$ cat src/rtl/pci_initiator.sv
// PCI bus-master front end: request/grant, address phase, data burst,
// turnaround, and master abort when no target claims the cycle.
module pci_initiator #(
  parameter int MAX_WORDS      = 8,
  parameter int DEVSEL_TIMEOUT = 5
) (
  input  logic        Clk,
  input  logic        Rst_n,
  input  logic        Start,
  input  logic [3:0]  Cmd,
  input  logic [31:0] Addr,
  input  logic [3:0]  Num_Words,
  input  logic [31:0] Wr_Data,
  output logic        Wr_Pop,
  output logic [31:0] Rd_Data,
  output logic        Rd_Valid,
  output logic        Busy,
  output logic        Done,
  output logic        Abort,
  output logic        REQ_n,
  input  logic        GNT_n,
  input  logic        Bus_Idle,
  output logic        FRAME_n,
  output logic        IRDY_n,
  input  logic        TRDY_n,
  input  logic        DEVSEL_n,
  output logic [31:0] AD_Out,
  input  logic [31:0] AD_In,
  output logic        AD_OE,
  output logic [3:0]  CBE_n
);

  localparam logic [3:0] MAXW = 4'(MAX_WORDS);
  localparam logic [3:0] TMO  = 4'(DEVSEL_TIMEOUT);

  typedef enum logic [2:0] {
    S_IDLE, S_REQ, S_ADDR, S_DATA, S_MABORT, S_TURN
  } state_t;

  state_t      r_state, w_next;
  logic [3:0]  r_cmd, w_cmd;
  logic [31:0] r_addr, w_addr;
  logic [3:0]  r_cnt, w_cnt;
  logic [3:0]  r_tmr, w_tmr;
  logic        r_dsel, w_dsel;
  logic        r_abt, w_abt;
  logic [31:0] r_rd_data, w_rd_data;
  logic        r_rd_valid, w_rd_valid;
  logic        r_req_n, w_req_n;
  logic        r_frame_n, w_frame_n;
  logic        r_irdy_n, w_irdy_n;
  logic        r_ad_oe, w_ad_oe;
  logic [3:0]  r_cbe_n, w_cbe_n;
  logic [31:0] r_ad_out, w_ad_out;
  logic        r_busy, w_busy;
  logic        r_done, w_done;
  logic        r_abort, w_abort;
  logic        w_xfer;
  logic        w_wr_data;

  assign w_xfer    = (r_state == S_DATA) & ~TRDY_n & ~DEVSEL_n;
  assign w_wr_data = (r_state == S_DATA) & r_cmd[0];

  assign Wr_Pop   = w_xfer & r_cmd[0];
  assign AD_Out   = w_wr_data ? Wr_Data : r_ad_out;
  assign Rd_Data  = r_rd_data;
  assign Rd_Valid = r_rd_valid;
  assign Busy     = r_busy;
  assign Done     = r_done;
  assign Abort    = r_abort;
  assign REQ_n    = r_req_n;
  assign FRAME_n  = r_frame_n;
  assign IRDY_n   = r_irdy_n;
  assign AD_OE    = r_ad_oe;
  assign CBE_n    = r_cbe_n;

  always_ff @(posedge Clk or negedge Rst_n) begin
    if (!Rst_n) begin
      r_state    <= S_IDLE;
      r_cmd      <= '0;
      r_addr     <= '0;
      r_cnt      <= '0;
      r_tmr      <= '0;
      r_dsel     <= 1'b0;
      r_abt      <= 1'b0;
      r_rd_data  <= '0;
      r_rd_valid <= 1'b0;
      r_req_n    <= 1'b1;
      r_frame_n  <= 1'b1;
      r_irdy_n   <= 1'b1;
      r_ad_oe    <= 1'b0;
      r_cbe_n    <= 4'hF;
      r_ad_out   <= '0;
      r_busy     <= 1'b0;
      r_done     <= 1'b0;
      r_abort    <= 1'b0;
    end else begin
      r_state    <= w_next;
      r_cmd      <= w_cmd;
      r_addr     <= w_addr;
      r_cnt      <= w_cnt;
      r_tmr      <= w_tmr;
      r_dsel     <= w_dsel;
      r_abt      <= w_abt;
      r_rd_data  <= w_rd_data;
      r_rd_valid <= w_rd_valid;
      r_req_n    <= w_req_n;
      r_frame_n  <= w_frame_n;
      r_irdy_n   <= w_irdy_n;
      r_ad_oe    <= w_ad_oe;
      r_cbe_n    <= w_cbe_n;
      r_ad_out   <= w_ad_out;
      r_busy     <= w_busy;
      r_done     <= w_done;
      r_abort    <= w_abort;
    end
  end

  always_comb begin
    w_next     = r_state;
    w_cmd      = r_cmd;
    w_addr     = r_addr;
    w_cnt      = r_cnt;
    w_tmr      = r_tmr;
    w_dsel     = r_dsel;
    w_abt      = r_abt;
    w_rd_data  = r_rd_data;
    w_rd_valid = 1'b0;
    unique case (r_state)
      S_IDLE: begin
        if (Start) begin
          w_cmd  = Cmd;
          w_addr = Addr;
          if (Num_Words == 4'd0)
            w_cnt = 4'd1;
          else if (Num_Words > MAXW)
            w_cnt = MAXW;
          else
            w_cnt = Num_Words;
          w_tmr  = '0;
          w_dsel = 1'b0;
          w_abt  = 1'b0;
          w_next = S_REQ;
        end
      end
      S_REQ: begin
        if (!GNT_n && Bus_Idle)
          w_next = S_ADDR;
      end
      S_ADDR: w_next = S_DATA;
      S_DATA: begin
        if (!DEVSEL_n) begin
          w_dsel = 1'b1;
          w_tmr  = '0;
        end else if (!r_dsel) begin
          w_tmr = r_tmr + 4'd1;
          if (w_tmr == TMO)
            w_next = S_MABORT;
        end
        if (w_xfer) begin
          w_cnt = r_cnt - 4'd1;
          if (!r_cmd[0]) begin
            w_rd_data  = AD_In;
            w_rd_valid = 1'b1;
          end
          if (r_cnt == 4'd1)
            w_next = S_TURN;
        end
      end
      S_MABORT: begin
        w_abt  = 1'b1;
        w_next = S_TURN;
      end
      S_TURN: w_next = S_IDLE;
      default: w_next = S_IDLE;
    endcase
  end

  // Registered bus outputs are decoded from the state being entered
  always_comb begin
    w_req_n   = 1'b1;
    w_frame_n = 1'b1;
    w_irdy_n  = 1'b1;
    w_ad_oe   = 1'b0;
    w_cbe_n   = 4'hF;
    w_ad_out  = r_ad_out;
    w_busy    = (w_next != S_IDLE);
    w_done    = 1'b0;
    w_abort   = 1'b0;
    unique case (w_next)
      S_REQ: w_req_n = 1'b0;
      S_ADDR: begin
        w_frame_n = 1'b0;
        w_ad_oe   = 1'b1;
        w_ad_out  = r_addr;
        w_cbe_n   = r_cmd;
      end
      S_DATA: begin
        w_irdy_n  = 1'b0;
        w_cbe_n   = 4'h0;
        w_ad_oe   = r_cmd[0];
        w_frame_n = (w_cnt == 4'd1);
      end
      S_MABORT: begin
        w_irdy_n = 1'b0;
        w_cbe_n  = 4'h0;
      end
      S_TURN: begin
        w_done  = ~w_abt;
        w_abort = w_abt;
      end
      default: ;
    endcase
  end

endmodule

$ cat config.mk
export PLATFORM = sky130hd
export DESIGN_NAME = pci_initiator
export DESIGN_NICKNAME = d
export VERILOG_FILES = /design/src/rtl/pci_initiator.sv
export SDC_FILE = /design/constraint.sdc
export NUM_CORES = 1
export LEC_CHECK = 0
export CAP_MARGIN = 20
export CORE_MARGIN = 3
export CORE_UTILIZATION = 49
export DETAILED_ROUTE_END_ITERATION = 6
export PLACE_DENSITY = 0.86
export SLEW_MARGIN = 20
export SYNTH_ARGS = -nofsm -noshare
export SYNTH_HDL_FRONTEND = slang
export SYNTH_SLANG_ARGS = --single-unit
$ cat constraint.sdc
create_clock -name Clk -period 5.7 [get_ports Clk]
set_clock_uncertainty 0.2 [all_clocks]
set_input_delay 1.14 -clock Clk [delete_from_list [all_inputs] [get_ports Clk]]
set_output_delay 1.14 -clock Clk [all_outputs]
set_load 0.03 [all_outputs]
=== Word level (Yosys, flattened, before mapping) ===
Cells that the tools add are included.
Widths: inputs -> output; s select.

* Register bits after elaboration: 125
* Input bits: 111
* Logic and storage cells: 88

* $add $sub $neg: 2
* Magnitude comparators: 1
* Equal/unequal tests: 15
* Mux-type cells: 33
* Bitwise gates (word level): 8
* Reductions and logical operators: 11

{| class="wikitable"
|+ Operator list
! kind !! count
|-
| $mux 32 || 1
|-
| $mux 4 || 7
|-
| $pmux 4 s2 || 3
|-
| $mux 3 || 7
|-
| $pmux 3 s5 || 1
|-
| $eq 3x2->1 const B || 4
|-
| $mux 1 || 10
|-
| $eq 3x3->1 const B || 3
|-
| $reduce_and 3->1 || 3
|-
| $eq 4x1->1 const B || 2
|-
| $pmux 1 s2 || 4
|-
| $eq 3x1->1 const B || 2
|-
| $add 4x1->4 const B || 1
|-
| $and 1x1->1 || 4
|-
| $eq 4x3->1 const B || 1
|-
| $gt 4x4->1 const B || 1
|-
| $logic_not 4->1 || 1
|-
| $ne 2x2->1 const B || 2
|-
| $not 1->1 || 4
|-
| $sub 4x1->4 const B || 1
|-
| $logic_not 3->1 || 1
|-
| $ne 3x3->1 const B || 1
|-
| $reduce_bool 3->1 || 1
|-
| $reduce_and 2->1 || 1
|-
| 4 further kinds || 4
|}

=== Depth between registers and ports, before layout ===
* Depth after elaboration: 11
* Mapped depth: 7
* Depth with buffers taken out: 7

=== Least setup slack after synthesis ===
OpenSTA, ideal clock, no wires.

* Path type: input port to output port
* Start point: input DEVSEL_n
* End point: output Wr_Pop
* Arrival: 1658 ps
* Slack: 2702 ps
* Stages: 2
* Path buffers: 0
* Path through: nor2_1 and3_1

* Cells in the longest elaborated chain, start to end: 3

{| class="wikitable"
|+ Ends and longest elaborated chain
! what !! RTL line !! source
|-
| start, declared || 26 || <nowiki>input logic DEVSEL_n,</nowiki>
|-
| $not 1->1 || 61 || <nowiki>assign w_xfer = (r_state == S_DATA) & ~TRDY_n & ~DEVSEL_n;</nowiki>
|-
| $and 1x1->1 || 61 ||
|-
| $and 1x1->1 || 64 || <nowiki>assign Wr_Pop = w_xfer & r_cmd[0];</nowiki>
|-
| end, declared || 14 || <nowiki>output logic Wr_Pop,</nowiki>
|}

Every way passes these cells.

=== Final worst setup path ===
* Start point: register r_state[0]
* End point: output AD_Out[22]

* Cells in the longest elaborated chain, start to end: 3

{| class="wikitable"
|+ Ends and longest elaborated chain
! what !! RTL line !! source
|-
| start, declared || 40 || <nowiki>state_t r_state, w_next;</nowiki>
|-
| start signal, assigned || 98 || <nowiki>r_state <= w_next;</nowiki>
|-
| $eq 3x2->1 || 62 || <nowiki>assign w_wr_data = (r_state == S_DATA) & r_cmd[0];</nowiki>
|-
| $and 1x1->1 || 62 ||
|-
| $mux 32 || 65 || <nowiki>assign AD_Out = w_wr_data ? Wr_Data : r_ad_out;</nowiki>
|-
| end, declared || 27 || <nowiki>output logic [31:0] AD_Out,</nowiki>
|}

Every way passes these cells.

==> results.py <==
metrics = {
    "timing": {
        "hold_viol": 0,
        "setup_tns_ns": 0,
        "rsz0062_at_grt": "no",
        "max_slew_margin": 0.359,
        "fin_crit_sh": 0.815,
        "fmax_mhz": 215,
        "fin_ws_ns": 1.05,
        "setup_viol": 0,
        "slew_violations": 0,
        "layout_min_cycle_time_ns": 4.65,
        "worst_pin_slew_ns": 0.962,
        "fin_hold_ws_ns": 0.268,
    },
    "critical_path": {
        "arrival_ns": 3.31,
        "cp_slowest_cell": "clkdlybuf4s50_1",
        "path_cells": "and3b_1 > nand2_1 > buf_4 > mux2_2 > clkdlybuf4s50_1",
        "cpPeakStageDelay_ns": 0.67,
        "cp-start-kind": "flop",
        "critPathTopFamily": "buffers and inverters",
        "critPathCaptureType": "primary output",
        "critPathKind": "flop to primary output",
        "cp_data_required_time_ns": 4.36,
        "cp_max_fo": 20,
        "crit_buf_inv": 2,
    },
    "layout": {
        "layout.cells.non_filler": 790,
        "regArea_mm2": 0.00314,
        "drive_gt1_frac": 0.223,
        "nFillCells": 718,
        "n_antenna_cell": 0,
        "areaGrowthSynthToFinish_pct": 47.3,
        "fin_nets": 756,
        "design_area_mm2": 0.00797,
        "multi_input_area_mm2": 0.00212,
    },
    "cts": {
        "htreeDepth": 4,
        "cts_buffer_depth": 2,
        "numClockSinks": 125,
        "cts-resized-gates": 0,
        "worstSkewPairLatency_ns": 0.51,
        "hold_buffers": 0,
        "clkSlewWorstSetupHoldPaths_ns": 0.06,
        "cts_tree": "yes",
        "root_buffer": "clkbuf_8",
        "cts_made_buffers": 17,
        "cts_setup_buffers": 0,
    },
    "hold_path": {
        "hold_class": "flop to flop",
    },
    "synth": {
        "seq_area_frac_synth": 0.579,
        "synthArstFlopShare": 1.00,
        "avgSynthCellArea_um2": 12.0,
        "yosys_register_bits": 125,
        "synth_edf_count": 0,
        "synth_cells": 452,
        "yosysTopAreaCell": "dfrtp_1",
        "synthFlopType": "dfrtp_1",
        "synth_area_mm2": 0.00542,
        "synth.top_cell.area_share": 0.545,
        "yosys-top-cells-area": "dfrtp_1, mux2_2, nand2_1",
        "yosysWarnings": 0,
        "synth_nets": 567,
        "synth_cell_types": 46,
    },
    "grt": {
        "grt.overflow.total": 0,
        "grt_usage": 0.234,
        "grt_pass1_wl_mm": 23.0,
        "grt_max_degree": 94,
        "grt_pass1_vias": 4589,
        "antenna_found_initial": 0,
    },
    "pwr": {
        "ir_worst_vdd_uv": 360,
        "p_per_area_mw_per_mm2": 603,
        "leakage_nw": 3.58,
    },
    "detailed_routing": {
        "drt-wirelength-per-cell_um": 17.9,
        "drt-initial-drc-count": 183,
        "wirelength_mm": 14.1,
        "ant_nets": 0,
        "via_count": 4151,
        "routed_via_density": 5.25,
        "remaining_drc_errors": 0,
        "dr.pass1.iters": 4,
    },
    "placed_design": {
        "port_buffers": 187,
        "gp_congestion": 0.768,
        "placed_cell_area_mm2": 0.00736,
        "pre_cts_slack_ns": 1.51,
        "dpl.cell_count": 758,
        "hpwl_mm": 9.73,
    },
    "floorplanning": {
        "start_util": 0.513,
        "io_pins": 188,
        "num_rows": 37,
        "die_w_um": 111,
        "core_mm2": 0.0106,
        "die_area_mm2": 0.0123,
        "die_y_um": 111,
    },
    "outcome": {
        "outcome": "completed",
    },
    "job": {
        "maxCapViolCount": 0,
    },
}
==> state kept, by name, indices dropped and copies added (netlist names), 3 cells and up <==
register,count
r_ad_out,32
r_addr,32
Rd_Data,32
r_cnt,4
r_tmr,4
r_cmd,4
r_state,3
CBE_n,4
==> cells in the mapped netlist, types with 4 or more instances <==
library cell  count
ha_1              4
nand3b_1          4
dfstp_2           7
nand2_1         122
dfrtp_1         118
buf_2             9
inv_1             7
o21ai_0          13
nor2_1           11
clkbuf_1          8
buf_6             4
mux2_2           97
==> layout make-up <==
| class | count | area share |
|---|---|---|
| Clock buffer | 21 | 0.0551 |
| Multi-Input combinational cell | 298 | 0.266 |
| Sequential cell | 125 | 0.393 |
| Inverter | 7 | 0.00330 |
| Timing Repair Buffer | 192 | 0.240 |
| Clock inverter | 11 | 0.0209 |
| Tap cell | 136 | 0.0213 |
==> cells by family after synthesis <==
logic type,synth area share
AO/OA/AOI/OAI,0.0397
XOR/XNOR,0.00162
adder cells (fa/ha/maj),0.00924
buffers and inverters,0.0284
flip-flops,0.579
multiplexers,0.204
AND/OR/NAND/NOR,0.138
==> path summary, 6_finish.rpt <==
check	endpoint	slack (ns)	depth (start not counted)	startpoint
setup / recovery	AD_Out[22]	1.05	5	r_state[0]$_DFF_PN0_
hold / removal	r_addr[17]$_DFFE_PN0P_	0.27	2	r_addr[17]$_DFFE_PN0P_
setup reg to reg	FRAME_n$_DFF_PN1_	2.89	5	r_state[1]$_DFF_PN0_
hold reg to reg	r_addr[17]$_DFFE_PN0P_	0.27	2	r_addr[17]$_DFFE_PN0P_
max in group asynchronous	FRAME_n$_DFF_PN1_	3.78	2	Rst_n
min in group asynchronous	Rd_Data[14]$_DFFE_PN0P_	0.50	1	Rst_n
==> layout by cell type, fill, tap and decap left out, types with 3 or more instances in the layout <==
cell and count:
a21oi_1 3, a22o_1 3, buf_4 5, bufinv_16 4, clkbuf_1 3, clkbuf_16 16
clkdlybuf4s50_1 186, clkinv_2 3, clkinvlp_4 3, dfrtp_1 118, dfstp_2 7, ha_1 4
inv_1 7, mux2_2 97, nand2_1 122, nand3_1 3, nand3b_1 4, nand4bb_1 3
nor2_1 11, nor3b_1 3, o21ai_0 13
==> tightest hold or removal path, delay by kind of cell (launching register included) <==
family           cells  cell delay [ns]
and+or+nand+nor      2             0.10
DFF                  1             0.34
==> per-stage QoR <==
stage / utilization / power, mW
final: 0.755 / 4.81
after global routing: 0.755 / 5.05
after CTS: 0.755 / 4.84
after detailed placement: 0.698 / 3.71
after global placement: 0.698 / 3.62
after floorplan: - / 2.85
==> where the power goes <==
| part | switching [mW] | internal, mW |
|---|---|---|
| clock network | 0.379 | 0.719 |
| registers | 0.242 | 1.31 |
| logic | 1.14 | 1.02 |
==> routing by layer <==
layer	up-vias	part of all wire	wire (µm)	track usage
met5	-	0	0	0
met4	0	0.041	577	0.121
met3	39	0.039	557	0.0431
met2	132	0.54	7580	0.417
met1	2064	0.38	5400	0.267
li1	1916	-	-	-
Note: power is estimated with default switching activity, not from simulation.
